===== config.mk =====
export PLATFORM = sky130hd
export DESIGN_NAME = fdiv_arbiter
export DESIGN_NICKNAME = d
export VERILOG_FILES = /design/src/rtl/fdiv_arbiter.sv
export SDC_FILE = /design/constraint.sdc
export NUM_CORES = 1
export LEC_CHECK = 0
export ABC_CLOCK_PERIOD_IN_PS = 5800
export BUFFER_PORTS_ARGS = -buffer_cell sky130_fd_sc_hd__buf_2
export CORE_AREA = 4 4 107 109
export CTS_BUF_LIST = sky130_fd_sc_hd__clkbuf_8
export CTS_CLUSTER_SIZE = 25
export DETAILED_ROUTE_END_ITERATION = 12
export DIE_AREA = 0 0 111 113
export GPL_TIMING_DRIVEN = 0
export PLACE_DENSITY_LB_ADDON = 0.08
export SLEW_MARGIN = 20
export SYNTH_ARGS = -nofsm -noshare
export SYNTH_HDL_FRONTEND = slang
export SYNTH_SLANG_ARGS = --single-unit

===== constraint.sdc =====
create_clock -name clk -period 5.8 [get_ports clk]
set_input_delay 1.74 -clock clk [delete_from_list [all_inputs] [get_ports clk]]
set_output_delay 1.74 -clock clk [all_outputs]
set_load 0.05 [all_outputs]

===== src/rtl/fdiv_arbiter.sv =====
// fdiv_arbiter: two-requester round-robin front end for a shared iterative fp divider.
//
// One operation is in flight at a time. An accepted request is latched, launched
// with a single div_start pulse, waited on while div_busy is high (bounded by a
// watchdog), drained for DRAIN_CYC cycles so the divider output settles, and the
// result is held in RESP until the consumer takes it.
//
// Ports
//   clk, rstn                   clock, synchronous active-low reset
//   req_valid/req_ready [1:0]   per-requester handshake (bit i = requester i)
//   req_a*/req_b*/req_rm*       operands and round mode per requester
//   div_a/div_b/div_rm          latched operands to the divider
//   div_start/div_ena           launch pulse and pipeline enable to the divider
//   div_busy/div_s/div_err      divider status, result and error code
//   rsp_valid/rsp_ready         response handshake
//   rsp_id/rsp_data/rsp_err     requester index, quotient, error code
//   rsp_timeout                 operation aborted by the WAIT watchdog
//   busy_o                      high in any state other than IDLE
module fdiv_arbiter #(
    parameter int unsigned DRAIN_CYC = 3,
    parameter int unsigned TIMEOUT   = 31,
    parameter int unsigned ERR_W     = 3
) (
    input  logic             clk,
    input  logic             rstn,

    input  logic [1:0]       req_valid,
    output logic [1:0]       req_ready,
    input  logic [31:0]      req_a0,
    input  logic [31:0]      req_b0,
    input  logic [31:0]      req_a1,
    input  logic [31:0]      req_b1,
    input  logic [1:0]       req_rm0,
    input  logic [1:0]       req_rm1,

    output logic [31:0]      div_a,
    output logic [31:0]      div_b,
    output logic [1:0]       div_rm,
    output logic             div_start,
    output logic             div_ena,
    input  logic             div_busy,
    input  logic [31:0]      div_s,
    input  logic [ERR_W-1:0] div_err,

    output logic             rsp_valid,
    input  logic             rsp_ready,
    output logic             rsp_id,
    output logic [31:0]      rsp_data,
    output logic [ERR_W-1:0] rsp_err,
    output logic             rsp_timeout,
    output logic             busy_o
);

    // WAIT counter is at least 5 bits wide and always large enough for TIMEOUT-1.
    localparam int unsigned WCNT_W = ($clog2(TIMEOUT + 1) > 5) ? $clog2(TIMEOUT + 1) : 5;
    localparam int unsigned DCNT_W = (DRAIN_CYC > 1) ? $clog2(DRAIN_CYC) : 1;

    // TIMEOUT is expected to be at least 1.
    localparam logic [WCNT_W-1:0] WaitLast  = WCNT_W'(TIMEOUT - 1);
    localparam logic [WCNT_W-1:0] WaitOne   = WCNT_W'(1);
    localparam logic [DCNT_W-1:0] DrainLast = DCNT_W'(DRAIN_CYC - 1);
    localparam logic [DCNT_W-1:0] DrainOne  = DCNT_W'(1);

    // Canonical quiet NaN returned on a watchdog abort.
    localparam logic [31:0] QNaN = 32'h7fc0_0000;

    typedef enum logic [2:0] {
        StIdle,
        StLaunch,
        StWait,
        StDrain,
        StResp
    } state_e;

    state_e            state_q, state_d;
    logic              last_grant_q, last_grant_d;
    logic [31:0]       op_a_q, op_a_d;
    logic [31:0]       op_b_q, op_b_d;
    logic [1:0]        op_rm_q, op_rm_d;
    logic              op_id_q, op_id_d;
    logic [WCNT_W-1:0] wait_cnt_q, wait_cnt_d;
    logic [DCNT_W-1:0] drain_cnt_q, drain_cnt_d;
    logic [31:0]       rsp_data_q, rsp_data_d;
    logic [ERR_W-1:0]  rsp_err_q, rsp_err_d;
    logic              rsp_timeout_q, rsp_timeout_d;

    logic [1:0]        grant;
    logic              accept;
    logic              accept_id;

    // Round-robin pick: a lone requester always wins; on contention the one not
    // granted last time wins. last_grant_q holds the index of the last winner.
    always_comb begin
        grant = 2'b00;
        case (req_valid)
            2'b01:   grant = 2'b01;
            2'b10:   grant = 2'b10;
            2'b11:   grant = last_grant_q ? 2'b01 : 2'b10;
            default: grant = 2'b00;
        endcase
    end

    // Offer a grant only while idle and out of reset.
    assign req_ready = (state_q == StIdle && rstn) ? grant : 2'b00;
    assign accept    = |(req_valid & req_ready);
    assign accept_id = req_ready[1];

    always_comb begin
        state_d       = state_q;
        last_grant_d  = last_grant_q;
        op_a_d        = op_a_q;
        op_b_d        = op_b_q;
        op_rm_d       = op_rm_q;
        op_id_d       = op_id_q;
        wait_cnt_d    = wait_cnt_q;
        drain_cnt_d   = drain_cnt_q;
        rsp_data_d    = rsp_data_q;
        rsp_err_d     = rsp_err_q;
        rsp_timeout_d = rsp_timeout_q;
        div_start     = 1'b0;
        div_ena       = 1'b0;

        unique case (state_q)
            StIdle: begin
                if (accept) begin
                    op_a_d       = accept_id ? req_a1 : req_a0;
                    op_b_d       = accept_id ? req_b1 : req_b0;
                    op_rm_d      = accept_id ? req_rm1 : req_rm0;
                    op_id_d      = accept_id;
                    last_grant_d = accept_id;
                    state_d      = StLaunch;
                end
            end

            StLaunch: begin
                div_start  = 1'b1;
                div_ena    = 1'b1;
                wait_cnt_d = '0;
                state_d    = StWait;
            end

            StWait: begin
                div_ena = 1'b1;
                if (!div_busy) begin
                    if (DRAIN_CYC == 0) begin
                        // No settling time: take the result in the cycle busy drops.
                        rsp_data_d    = div_s;
                        rsp_err_d     = div_err;
                        rsp_timeout_d = 1'b0;
                        state_d       = StResp;
                    end else begin
                        drain_cnt_d = '0;
                        state_d     = StDrain;
                    end
                end else if (wait_cnt_q == WaitLast) begin
                    // TIMEOUT WAIT cycles with busy still high: abort with a qNaN.
                    rsp_data_d    = QNaN;
                    rsp_err_d     = '0;
                    rsp_timeout_d = 1'b1;
                    state_d       = StResp;
                end else begin
                    wait_cnt_d = wait_cnt_q + WaitOne;
                end
            end

            StDrain: begin
                div_ena = 1'b1;
                if (drain_cnt_q == DrainLast) begin
                    rsp_data_d    = div_s;
                    rsp_err_d     = div_err;
                    rsp_timeout_d = 1'b0;
                    state_d       = StResp;
                end else begin
                    drain_cnt_d = drain_cnt_q + DrainOne;
                end
            end

            StResp: begin
                if (rsp_ready) begin
                    state_d = StIdle;
                end
            end

            default: begin
                state_d = StIdle;
            end
        endcase
    end

    always_ff @(posedge clk) begin
        if (!rstn) begin
            state_q       <= StIdle;
            last_grant_q  <= 1'b1;  // requester 0 wins the first contention
            op_a_q        <= '0;
            op_b_q        <= '0;
            op_rm_q       <= '0;
            op_id_q       <= 1'b0;
            wait_cnt_q    <= '0;
            drain_cnt_q   <= '0;
            rsp_data_q    <= '0;
            rsp_err_q     <= '0;
            rsp_timeout_q <= 1'b0;
        end else begin
            state_q       <= state_d;
            last_grant_q  <= last_grant_d;
            op_a_q        <= op_a_d;
            op_b_q        <= op_b_d;
            op_rm_q       <= op_rm_d;
            op_id_q       <= op_id_d;
            wait_cnt_q    <= wait_cnt_d;
            drain_cnt_q   <= drain_cnt_d;
            rsp_data_q    <= rsp_data_d;
            rsp_err_q     <= rsp_err_d;
            rsp_timeout_q <= rsp_timeout_d;
        end
    end

    // Operand registers only change on accept, so the divider inputs show the
    // latched operation from LAUNCH onward and keep it until the next accept.
    assign div_a       = op_a_q;
    assign div_b       = op_b_q;
    assign div_rm      = op_rm_q;

    assign rsp_valid   = (state_q == StResp);
    assign rsp_id      = op_id_q;
    assign rsp_data    = rsp_data_q;
    assign rsp_err     = rsp_err_q;
    assign rsp_timeout = rsp_timeout_q;
    assign busy_o      = (state_q != StIdle);

endmodule


### Word level (Yosys, flattened, before mapping)

Index checks and enable logic that the tools add are counted.

| cells by class | value |
|---|---|
| add/sub/neg operators | 2 |
| multipliers | 0 |
| divide/modulo/power cells | 0 |
| magnitude comparators | 0 |
| equal/unequal tests | 18 |
| shift-type cells | 0 |
| muxes and demuxes | 32 |
| bitwise logic cells | 1 |
| reduce and logical (&&, ||, !) cells | 12 |

Operators with widths:

| kind | count |
|---|---|
| $mux W32 | 5 |
| $pmux W32 S2 | 1 |
| $mux W3 | 8 |
| $pmux W3 S5 | 1 |
| $ne A2 B2 Y1 const B | 7 |
| $mux W2 | 5 |
| $mux W5 | 2 |
| $pmux W5 S2 | 1 |
| $reduce_and A4 Y1 | 2 |
| $eq A2 B2 Y1 const B | 3 |
| $eq A3 B2 Y1 const B | 2 |
| $pmux W2 S3 | 1 |
| $pmux W3 S2 | 1 |
| $reduce_and A3 Y1 | 2 |
| $add A5 B1 Y5 const B | 1 |
| $eq A5 B5 Y1 const B | 1 |
| $mux W1 | 5 |
| $pmux W2 S2 | 1 |
| $reduce_bool A2 Y1 | 2 |
| $eq A3 B1 Y1 const B | 1 |
| $eq A3 B3 Y1 const B | 1 |
| $logic_not A3 Y1 | 1 |
| $ne A3 B3 Y1 const B | 1 |
| $reduce_bool A3 Y1 | 1 |
| other kinds (9) | 9 |

| storage, ports and cells | value |
|---|---|
| register bits after elaboration | 114 |
| bits in latches | 0 |
| memory bits (writable) | 0 |
| bits in read-only memories | 0 |
| input bits | 173 |
| output and inout port bits | 109 |
| logic and storage cells | 76 |
| memories | 0 |

### Depth between registers and ports, before layout

| logic depth | value |
|---|---|
| depth in word-level cells | 7 |
| depth in mapped cells | 8 |
| mapped depth without buffers | 6 |

### Least setup slack after synthesis

No wires, ideal clock.

| timing path | value |
|---|---|
| path type | input port to output port |
| start point | input req_valid[0] |
| end point | output req_ready[0] |
| arrival | 3.007 ns |
| path slack | 1.053 ns |
| cell stages on the path | 5 |
| cells stage by stage | o21ai_0 or2_1 buf_6 clkbuf_1 nor2_1 |

| between the ends | value |
|---|---|
| cells in the longest elaborated chain, start to end | 3 |

RTL lines:

| item | RTL line | text |
|---|---|---|
| from (decl) | 27 | `input logic [1:0] req_valid,` |
| $eq A2 B2 Y1 or $eq A2 B1 Y1 (tied branches) | 95 | `case (req_valid)` |
| $pmux W2 S3 * | 95 |  |
| $mux W2 * | 104 | `assign req_ready = (state_q == StIdle && rstn) ? grant : 2'b00;` |
| to (decl) | 28 | `output logic [1:0] req_ready,` |

Every way passes the cells marked *; elsewhere a longest branch is shown, timed or not.

### Final worst setup path

| timing path | value |
|---|---|
| start point | input req_valid[0] |
| end point | output req_ready[1] |

Same word-level chain as after synthesis.

==> results.py <==
metrics = {
    "status": {
        "run_status": "finished, final reports clean",
    },
    "hold_path": {
        "hold_path_class": "flop to flop",
        "whs_path_depth": 2,
        "hp-start": "rsp_id",
        "hold_end": "rsp_id",
    },
    "global_route": {
        "track_usage": 0.242,
        "antenna_found_initial": 0,
        "grt_pass1_vias": 4964,
        "grt_overflow": 0,
        "grt_max_degree": 17,
        "grt_pass1_wl_mm": 24.6,
    },
    "sta": {
        "finalHoldViolCount": 0,
        "worst_pin_slew_ns": 0.692,
        "period_share": 0.868,
        "tns_ns": 0,
        "period_minus_slack_ns": 5.03,
        "rsz0062_at_grt": "no",
        "fmax_ghz": 0.199,
        "finalWorstSetupSlack_ns": 0.768,
        "slew-limit-headroom": 0.539,
        "finClkSkew_ns": 0.0110,
        "finalSetupViolCount": 0,
        "slew_viol_final": 0,
    },
    "detailed_routing": {
        "drtAntennaViolNets": 0,
        "drt_wl_total_mm": 15.5,
        "remaining_drc_errors": 0,
        "viasPerCell": 5.25,
        "num_vias": 5053,
        "first_pass_iters": 5,
        "post_drt_wl_per_cell_um": 16.0,
        "first_iter_violations": 199,
    },
    "flow_run": {
        "max_cap_violations": 0,
    },
    "floorplanning": {
        "die_w_um": 111,
        "core_um2": 10600,
        "boundaryPins": 282,
        "die_area_um2": 12500,
        "std_cell_rows": 38,
        "die_h_um": 113,
        "start_util": 0.452,
    },
    "synthesis": {
        "synth_cell_types": 44,
        "netlist_area_um2": 4790,
        "synthFlopType": "dfxtp_1",
        "yosysMostFrequentCell": "dfxtp_1",
        "synthArstFlopShare": 0,
        "synth_nets": 686,
        "yosysSeqAreaShare": 0.476,
        "synthTopCellsByCount": "114 x dfxtp_1, 67 x nand3_1, 66 x mux2i_1",
        "ys_warn_count": 0,
        "synth_cells": 510,
        "yosys-top-cells-area": "dfxtp_1 48%, mux2i_1 14%, nand3_1 7.0%",
        "yosys.area.top_type": "dfxtp_1",
        "avgSynthCellArea_um2": 9.40,
        "synth_edf_count": 0,
        "synth-seq-cells": 114,
        "synth_top_area_frac": 0.476,
    },
    "final_layout": {
        "area.growth.synth_to_final_pct": 41.7,
        "antennaDiodeCount": 0,
        "nNetsFinal": 986,
        "drive_gt1_frac": 0.418,
        "num-fill-cells": 924,
    },
    "clocking": {
        "cts_tree": "done",
        "clk_pin_slew_worst_paths_ns": 0.07,
        "cts_max_level": 4,
        "clk_latency_ns": 0.42,
        "root_buffer": "clkbuf_8",
        "postCtsHoldBufs": 0,
        "ctsResizeCount": 0,
        "clockBufferDepth": 2,
        "cts.sinks": 114,
        "post_cts_buffers": 0,
        "cts_made_buffers": 17,
    },
    "placement": {
        "port_buffers": 281,
        "hpwl_mm": 12.1,
        "pre_cts_slack_ns": 0.752,
        "gp_congestion": 0.871,
    },
    "setup_path": {
        "critPathCaptureType": "primary output",
        "timing.rr.start": "wait_cnt_q[0]",
        "r2r_slack_ns": 3.69,
        "startpoint": "req_valid[0]",
        "rr_worst_depth": 8,
        "cp-start-kind": "primary input",
        "cp.required_ns": 4.06,
        "crit_arrival_ns": 3.29,
        "cp_max_fo": 10,
        "r2r-end": "rsp_data[14]",
        "critPathKind": "primary input to primary output",
    },
    "power": {
        "peakVddDrop_mv": 0.187,
        "power_w": 0.00226,
        "p_per_area_nw_per_um2": 333,
        "p_leak_nw": 3.50,
    },
}
flip-flops by register name, summed over array words and instances (netlist names):
name          flops
div_b            32
div_a            32
state_q           3
rsp_timeout       1
rsp_data         32
wait_cnt_q        5
rsp_err           3
rsp_id            1
drain_cnt_q       2
last_grant_q      1
div_rm            2
critical path: stages:
cell	delay, ns
buf_2	0.12
a21boi_0	0.26
nand2_1	0.23
buf_2	0.29
or2_2	0.34
inv_1	0.05
buf_2	0.26
stage by stage:
stage / cells / hold slack (ns) / utilization / area, um2
after global placement: 931 / 0.445 / 0.601 / 6370
after detailed placement: 931 / 0.448 / 0.601 / 6370
after floorplan: 510 / 0.452 / - / 4790
final: 963 / 0.453 / 0.641 / 6790
after CTS: 963 / 0.458 / 0.641 / 6790
after global routing: 963 / 0.480 / 0.641 / 6790
worst max path at each step:
stage,to,slack [ns],cells after the start
final,req_ready[1],0.77,7
after global placement,req_ready[1],0.77,7
after global routing,req_ready[1],0.69,7
after floorplan,req_ready[0],1.05,5
after CTS,req_ready[1],0.75,7
after detailed placement,req_ready[1],0.75,7
power by group:
| group | switching, W | internal (W) | leakage, nW |
|---|---|---|---|
| Clock | 0.000343 | 0.000429 | 0.203 |
| Sequential | 0.0000367 | 0.000852 | 0.933 |
| Combinational | 0.000428 | 0.000172 | 2.36 |
| Total | 0.000808 | 0.00145 | 3.50 |
final cells by class:
type / count / area, um2 / area share
tap: 140 / 175 / 0.0258
buffer: 46 / 244 / 0.0359
multi-input combinational: 345 / 2250 / 0.331
clock buffer: 17 / 234 / 0.0344
clock inverter: 15 / 184 / 0.0271
timing repair buffer: 281 / 1410 / 0.207
sequential: 114 / 2280 / 0.336
inverter: 5 / 18.8 / 0.00276
logic make-up (layout without fill, tap and decap cells):
family,Yosys count,in the layout,synth area share
buffers and inverters,51,364,0.0548
adder cells (fa/ha/maj),3,3,0.00783
flip-flops,114,114,0.476
multiplexers,66,66,0.138
AO/OA/AOI/OAI,135,135,0.178
AND/OR/NAND/NOR,141,141,0.146
routing by layer:
| layer | up-vias | wire, um | GRT usage |
|---|---|---|---|
| met1 | 2342 | 6200 | 0.277 |
| li1 | 2464 | - | - |
| met4 | 0 | 272 | 0.0854 |
| met2 | 225 | 7580 | 0.409 |
| met3 | 22 | 1410 | 0.100 |
| met5 | - | 0 | 0 |
cells in the final DEF, fill, tap and decap left out, types with 3 or more instances in the layout:
cell and instances:
buf_1 8, buf_2 289, nor2b_1 3, bufinv_16 3, o221a_2 9, clkbuf_8 17, nand2b_1 4, inv_1 4
o31ai_1 4, nand2_1 12, ha_1 3, buf_6 8, and2_1 3, mux2i_1 66, o21ai_1 52, a31oi_1 4
clkinvlp_4 3, clkinv_4 4, nor2_1 32, a22oi_1 27, a21oi_1 8, clkbuf_1 21, nor3_1 6, dfxtp_1 114
inv_6 3, o21ai_0 22, nand3_1 67
Power figures use the tool's default switching activity.
